<file path="config.mk">
export PLATFORM = sky130hd
export DESIGN_NAME = bitwise_logic_unit
export DESIGN_NICKNAME = d
export VERILOG_FILES = /design/src/rtl/bitwise_logic_unit.sv
export SDC_FILE = /design/constraint.sdc
export NUM_CORES = 1
export LEC_CHECK = 0
export CORE_MARGIN = 2
export CORE_UTILIZATION = 56
export CTS_CLUSTER_DIAMETER = 200
export DETAILED_ROUTE_END_ITERATION = 16
export MAX_ROUTING_LAYER = met4
export PLACE_DENSITY = 0.87
export SYNTH_ARGS = -nofsm -noshare
export SYNTH_HDL_FRONTEND = slang
export SYNTH_SLANG_ARGS = --single-unit
</file>
<file path="constraint.sdc">
create_clock -name clock -period 2.3 [get_ports clock]
set_input_delay 0.23 -clock clock [delete_from_list [all_inputs] [get_ports clock]]
set_output_delay 0.23 -clock clock [all_outputs]
set_load 0.01 [all_outputs]
</file>
<file path="src/rtl/bitwise_logic_unit.sv">
// ============================================================================
// Module   : bitwise_logic_unit
// Brief    : Two-stage pipelined AND/OR/XOR/ANDN unit with accumulate mode,
//            valid/ready handshakes and zero/all-ones/parity result flags.
// Revision : 1.0 - initial release
// ============================================================================
`default_nettype none

module bitwise_logic_unit #(
    parameter int WIDTH = 32
) (
    input  logic             clock,
    input  logic             reset_n,
    input  logic             in_valid,
    output logic             in_ready,
    input  logic [WIDTH-1:0] in_a,
    input  logic [WIDTH-1:0] in_b,
    input  logic [1:0]       in_op,
    input  logic             in_acc,
    output logic             out_valid,
    input  logic             out_ready,
    output logic [WIDTH-1:0] out_data,
    output logic             out_zero,
    output logic             out_ones,
    output logic             out_parity
);

    localparam logic [1:0] c_OP_AND  = 2'b00;
    localparam logic [1:0] c_OP_OR   = 2'b01;
    localparam logic [1:0] c_OP_XOR  = 2'b10;
    localparam logic [1:0] c_OP_ANDN = 2'b11;

    logic             r_s1_valid;
    logic [WIDTH-1:0] r_s1_data;
    logic             r_s2_valid;
    logic [WIDTH-1:0] r_s2_data;
    logic             r_s2_zero;
    logic             r_s2_ones;
    logic             r_s2_parity;
    logic [WIDTH-1:0] r_acc;

    logic             w_accept;
    logic             w_advance;
    logic             w_consume;
    logic [WIDTH-1:0] w_a_eff;
    logic [WIDTH-1:0] w_result;

    // Ready looks through to out_ready so a full pipe drains and refills
    // on the same edge without a bubble.
    assign in_ready  = !r_s1_valid || !r_s2_valid || out_ready;
    assign w_accept  = in_valid && in_ready;
    assign w_advance = r_s1_valid && (!r_s2_valid || out_ready);
    assign w_consume = r_s2_valid && out_ready;
    assign w_a_eff   = in_acc ? r_acc : in_a;

    always_comb begin
        w_result = '0;
        case (in_op)
            c_OP_AND:  w_result = w_a_eff & in_b;
            c_OP_OR:   w_result = w_a_eff | in_b;
            c_OP_XOR:  w_result = w_a_eff ^ in_b;
            c_OP_ANDN: w_result = w_a_eff & ~in_b;
            default:   w_result = '0;
        endcase
    end

    always_ff @(posedge clock or negedge reset_n) begin
        if (!reset_n) begin
            r_s1_valid <= 1'b0;
            r_s1_data  <= '0;
            r_acc      <= '0;
        end else begin
            if (w_accept) begin
                r_s1_valid <= 1'b1;
                r_s1_data  <= w_result;
                r_acc      <= w_result;
            end else if (w_advance) begin
                r_s1_valid <= 1'b0;
            end
        end
    end

    // Flags are derived from S1 so the output side is purely registered.
    always_ff @(posedge clock or negedge reset_n) begin
        if (!reset_n) begin
            r_s2_valid  <= 1'b0;
            r_s2_data   <= '0;
            r_s2_zero   <= 1'b0;
            r_s2_ones   <= 1'b0;
            r_s2_parity <= 1'b0;
        end else begin
            if (w_advance) begin
                r_s2_valid  <= 1'b1;
                r_s2_data   <= r_s1_data;
                r_s2_zero   <= ~|r_s1_data;
                r_s2_ones   <= &r_s1_data;
                r_s2_parity <= ^r_s1_data;
            end else if (w_consume) begin
                r_s2_valid  <= 1'b0;
            end
        end
    end

    assign out_valid  = r_s2_valid;
    assign out_data   = r_s2_data;
    assign out_zero   = r_s2_zero;
    assign out_ones   = r_s2_ones;
    assign out_parity = r_s2_parity;

endmodule

`default_nettype wire
</file>
After elaboration in Yosys (flattened, before gate mapping)
Index checks and enable logic that the tools add are counted.
{ "word_totals": {"ff_bits": 69, "in_bits": 71, "word_cells": 36} }
{ "classes": {"n_eq_ne": 3, "n_mux": 6, "bitwise": 5, "reduce_logical": 15} }
{ "ops": {"columns": ["operator", "n"], "rows": [
  ["one-hot mux 32 bit (4 select lines)", 1],
  ["AND 32 bit", 2],
  ["2-to-1 mux 32 bit", 1],
  ["inverter 32 bit", 1],
  ["OR 32 bit", 1],
  ["AND reduction 32 bit", 1],
  ["OR reduction 32 bit", 1],
  ["XOR reduction 32 bit", 1],
  ["XOR 32 bit", 1],
  ["== test 2 bit (second input constant)", 2],
  ["2-to-1 mux 1 bit", 4],
  ["nonzero test 2 bit", 2],
  ["logical AND 1 bit", 3],
  ["logical NOT 1 bit", 3],
  ["logical OR 1 bit", 3],
  ["== test 2 x 1 -> 1 bit (second input constant)", 1],
  ["logical NOT 2 bit", 1]
]} }

Logic depth before layout (Yosys ltp)
{ "depth": {"depth_word": 5, "ltp_mapped": 9, "mapped_depth_nobuf": 7} }

Least setup slack after synthesis
Ideal clock, no wire load.
{ "synth_timing": {"kind": "input to register", "start": "input in_acc", "end": "register r_acc[10]", "arrival_ns": 1.422, "required_ns": 2.174, "setup_slack_ns": 0.751, "path_stages": 8, "path_buffers": 2, "path_cell_list": "buf_2 > buf_4 > mux2i_1 > ha_1 > a22oi_1 > o22ai_1 > nand2_1 > o21ai_0"} }
{ "synth_via": {"elab_chain_len": 3, "word_cells_on_any_way": 6, "classes_between": "2 x mux; 4 x bitwise"} }
{ "synth_lines": {"columns": ["item", "line_no", "text"], "rows": [
  ["start, declared", "19", "input logic in_acc,"],
  ["2-to-1 mux 32 bit (*)", "54", "assign w_a_eff = in_acc ? r_acc : in_a;"],
  ["AND 32 bit, or another cell as far along", "62", "c_OP_ANDN: w_result = w_a_eff & ~in_b;"],
  ["one-hot mux 32 bit (4 select lines) (*)", "58", "case (in_op)"],
  ["end signal, assigned", "76", "r_acc <= w_result;"],
  ["end, declared", "40", "logic [WIDTH-1:0] r_acc;"]
]} }
Every way passes the cells marked *; elsewhere a longest branch is shown, timed or not.
A chain may end at the register's enable or synchronous reset.

==> flow_summary.ini <==
[timing]
maxSlewHeadroom_pct = 72.0
period_needed_ns = 1.76
timing.final.crit_share_pct = 76.4
finalMaxSlewViolations = 0
skew_ns = 0.0131
tns_ns = 0
rsz0062_at_grt = no
worstMarginPinSlew_ns = 0.421
clock.fmax_mhz = 569
hold_viol_final = 0
setup_viol = 0

[critical_path]
ff2ff_path_depth = 7
cp.arrival_ns = 1.98
cp-start-kind = flop
reg2reg_slack_ns = 0.54
worstPathRequired_ns = 2.52
crit_slowest_cell = dfrtp_1
crit_top_cell = xnor2_1
worstSetupPathType = reg -> reg
crit_chain = inv_1 -> ha_1 -> xnor2_1 -> xnor2_1 -> xnor2_1 -> xnor2_1 -> o21ai_1
path_max_fanout = 3
worstReg2RegStart = r_acc[2]
slowest_delay_ns = 0.38
r2r-end = out_parity
end_kind = flop

[status]
status = finished, final reports clean

[clock_tree]
cts_sinks = 69
clockBufferDepth = 2
cts_max_level = 3
ctsResizeCount = 0
clk_latency_ns = 0.35
path_clk_slew_ns = 0.08
clock-root-buffer = clkbuf_8
numCtsBuffers = 9
tritoncts = done

[floorplan]
dieArea_um2 = 9870
coreArea_um2 = 8760
initial_core_util_pct = 58.1
num_rows = 34
die-height_um = 99.3
ios = 108
die_w_um = 99.3

[detailed_routing]
wl_um = 13400
ant_nets = 0
viasPerCell = 5.71
wl_per_cell_um = 16.7
vias = 4564
drc = 0
dr.pass1.iters = 5
drtIter0Drc = 380

[synth]
async_flop_share_pct = 100
synth_top_area_share_pct = 33.9
synth_cells = 594
synth_fp_nets = 732
syn_avg_cell_area_um2 = 8.57
synth_area_um2 = 5090
synth.most_common_cell = nand2_1
ys_warn_count = 0
yosysUniqueCellTypes = 21
synth_edf_count = 0
synth_area_leaders = dfrtp_1 34%, ha_1 16%, nand2_1 7.4%, inv_1 7.2%, mux2i_1 6.3%
synthFlopType = dfrtp_1
synth_commonest_cells = 100 x nand2_1, 98 x inv_1, 69 x dfrtp_1
yosys.area.top_type = dfrtp_1
yosysSeqAreaShare_pct = 33.9
synth-seq-cells = 69

[cells_and_area]
nFillCells = 610
nets = 825
regArea_um2 = 1730
drive_above_1_share_pct = 4.05
fin_cells = 799
multi_input_area_um2 = 2820
diodes = 0
syn2layout_area_growth_pct = 27.3

[grt]
grt_pass1_vias = 4564
grt_pass1_wl_um = 21700
grt_overflow = 0
grt_antenna_before_repair = 0
track_usage_pct = 28.4
grt_max_degree = 71

[placed_design]
placed_cells = 783
globalplace.congestion = 0.928
port_buffers = 107
dp_hpwl_um = 9810

[run]
drv_cap = 0

[power]
peakVddDrop_mv = 0.420
p_leak_nw = 3.14
p_per_area_nw_per_um2 = 712

[min_path]
hold_path_class = in -> async
==> cells by family after synthesis <==
logic type,after synthesis,share of synthesized area [%]
buffers and inverters,133,10.7
AO/OA/AOI/OAI,131,15.2
AND/OR/NAND/NOR,115,9.29
flip-flops,69,33.9
adder cells (fa/ha/maj),67,16.5
XOR/XNOR,47,8.09
multiplexers,32,6.29
==> report_power, final <==
group / switching (mW) / total, mW / internal (mW)
Combinational: 0.978 / 1.93 / 0.952
Sequential: 0.161 / 1.60 / 1.44
Clock: 0.477 / 1.08 / 0.604
==> worst max path at each step <==
| stage | startpoint | end | slack, ns | depth (start not counted) |
|---|---|---|---|---|
| after global routing | r_acc[2] | out_parity | 0.42 | 7 |
| after floorplan | in_acc | r_acc[10] | 0.75 | 8 |
| after global placement | in_op[0] | r_acc[13] | 0.50 | 8 |
| final | r_acc[2] | out_parity | 0.54 | 7 |
| after detailed placement | in_op[0] | r_acc[25] | 0.39 | 8 |
| after CTS | r_acc[2] | out_parity | 0.53 | 7 |
==> final cells by class <==
type                            count  area share [%]
Clock buffer                        9            1.91
Clock inverter                      6            1.37
Inverter                           98            5.68
Multi-Input combinational cell    392            43.6
Sequential cell                    69            26.6
Tap cell                          108            2.09
Timing Repair Buffer              117            18.7
==> per-layer routing <==
layer	global-route usage, %	vias up	wire (um)
met4	11.4	0	399
met3	3.65	33	888
met1	36.2	2171	5640
li1	-	2147	-
met5	-	-	0
met2	46.1	213	6440
==> registers in the layout, indices dropped and copies added, names as in the netlist <==
name and flops:
out_parity 1, out_ones 1, out_zero 1, r_acc 32, out_valid 1, r_s1_valid 1, out_data 32
==> critical path: cells and delay by family (launching register included) <==
kind,cells,cell delay [ns]
XOR/XNOR,4,0.72
adder cells (fa/ha/maj),1,0.33
flip-flops,1,0.38
AO/OA/AOI/OAI,1,0.08
buffers and inverters,1,0.11
==> placed cells by master, fill, tap and decap left out, drive strengths merged <==
cell / instances
buf: 11
mux2i: 32
xnor2: 13
dfrtp: 69
and2: 1
o22ai: 32
dlygate4sd3: 1
clkinv: 2
nand3b: 1
or4: 2
nand2b: 3
o21ai: 67
ha: 67
xor2: 34
a22oi: 32
bufinv: 2
clkinvlp: 2
nand4: 8
clkbuf: 9
nand2: 100
clkdlybuf4s50: 105
inv: 98
==> through the flow <==
stage               power (mW)  setup slack, ns  area (um2)  hold slack, ns  utilization [%]
finish                    4.61            0.542        6480           0.342             73.9
CTS                       4.61            0.532        6480           0.347             73.9
floorplan                 2.76            0.751        5090         -0.0656                -
detailed placement        3.53            0.390        6260           0.183             71.4
global route              4.89            0.423        6480           0.368             73.9
global placement          3.41            0.502        6260           0.177             71.4
==> what timing repair did <==
item | in CTS | in global routing
setup buffers | 0 | 0
hold buffers | 1 | 0
endpoints found under the hold margin | 15 | 0
Power figures use the tool's default switching activity.
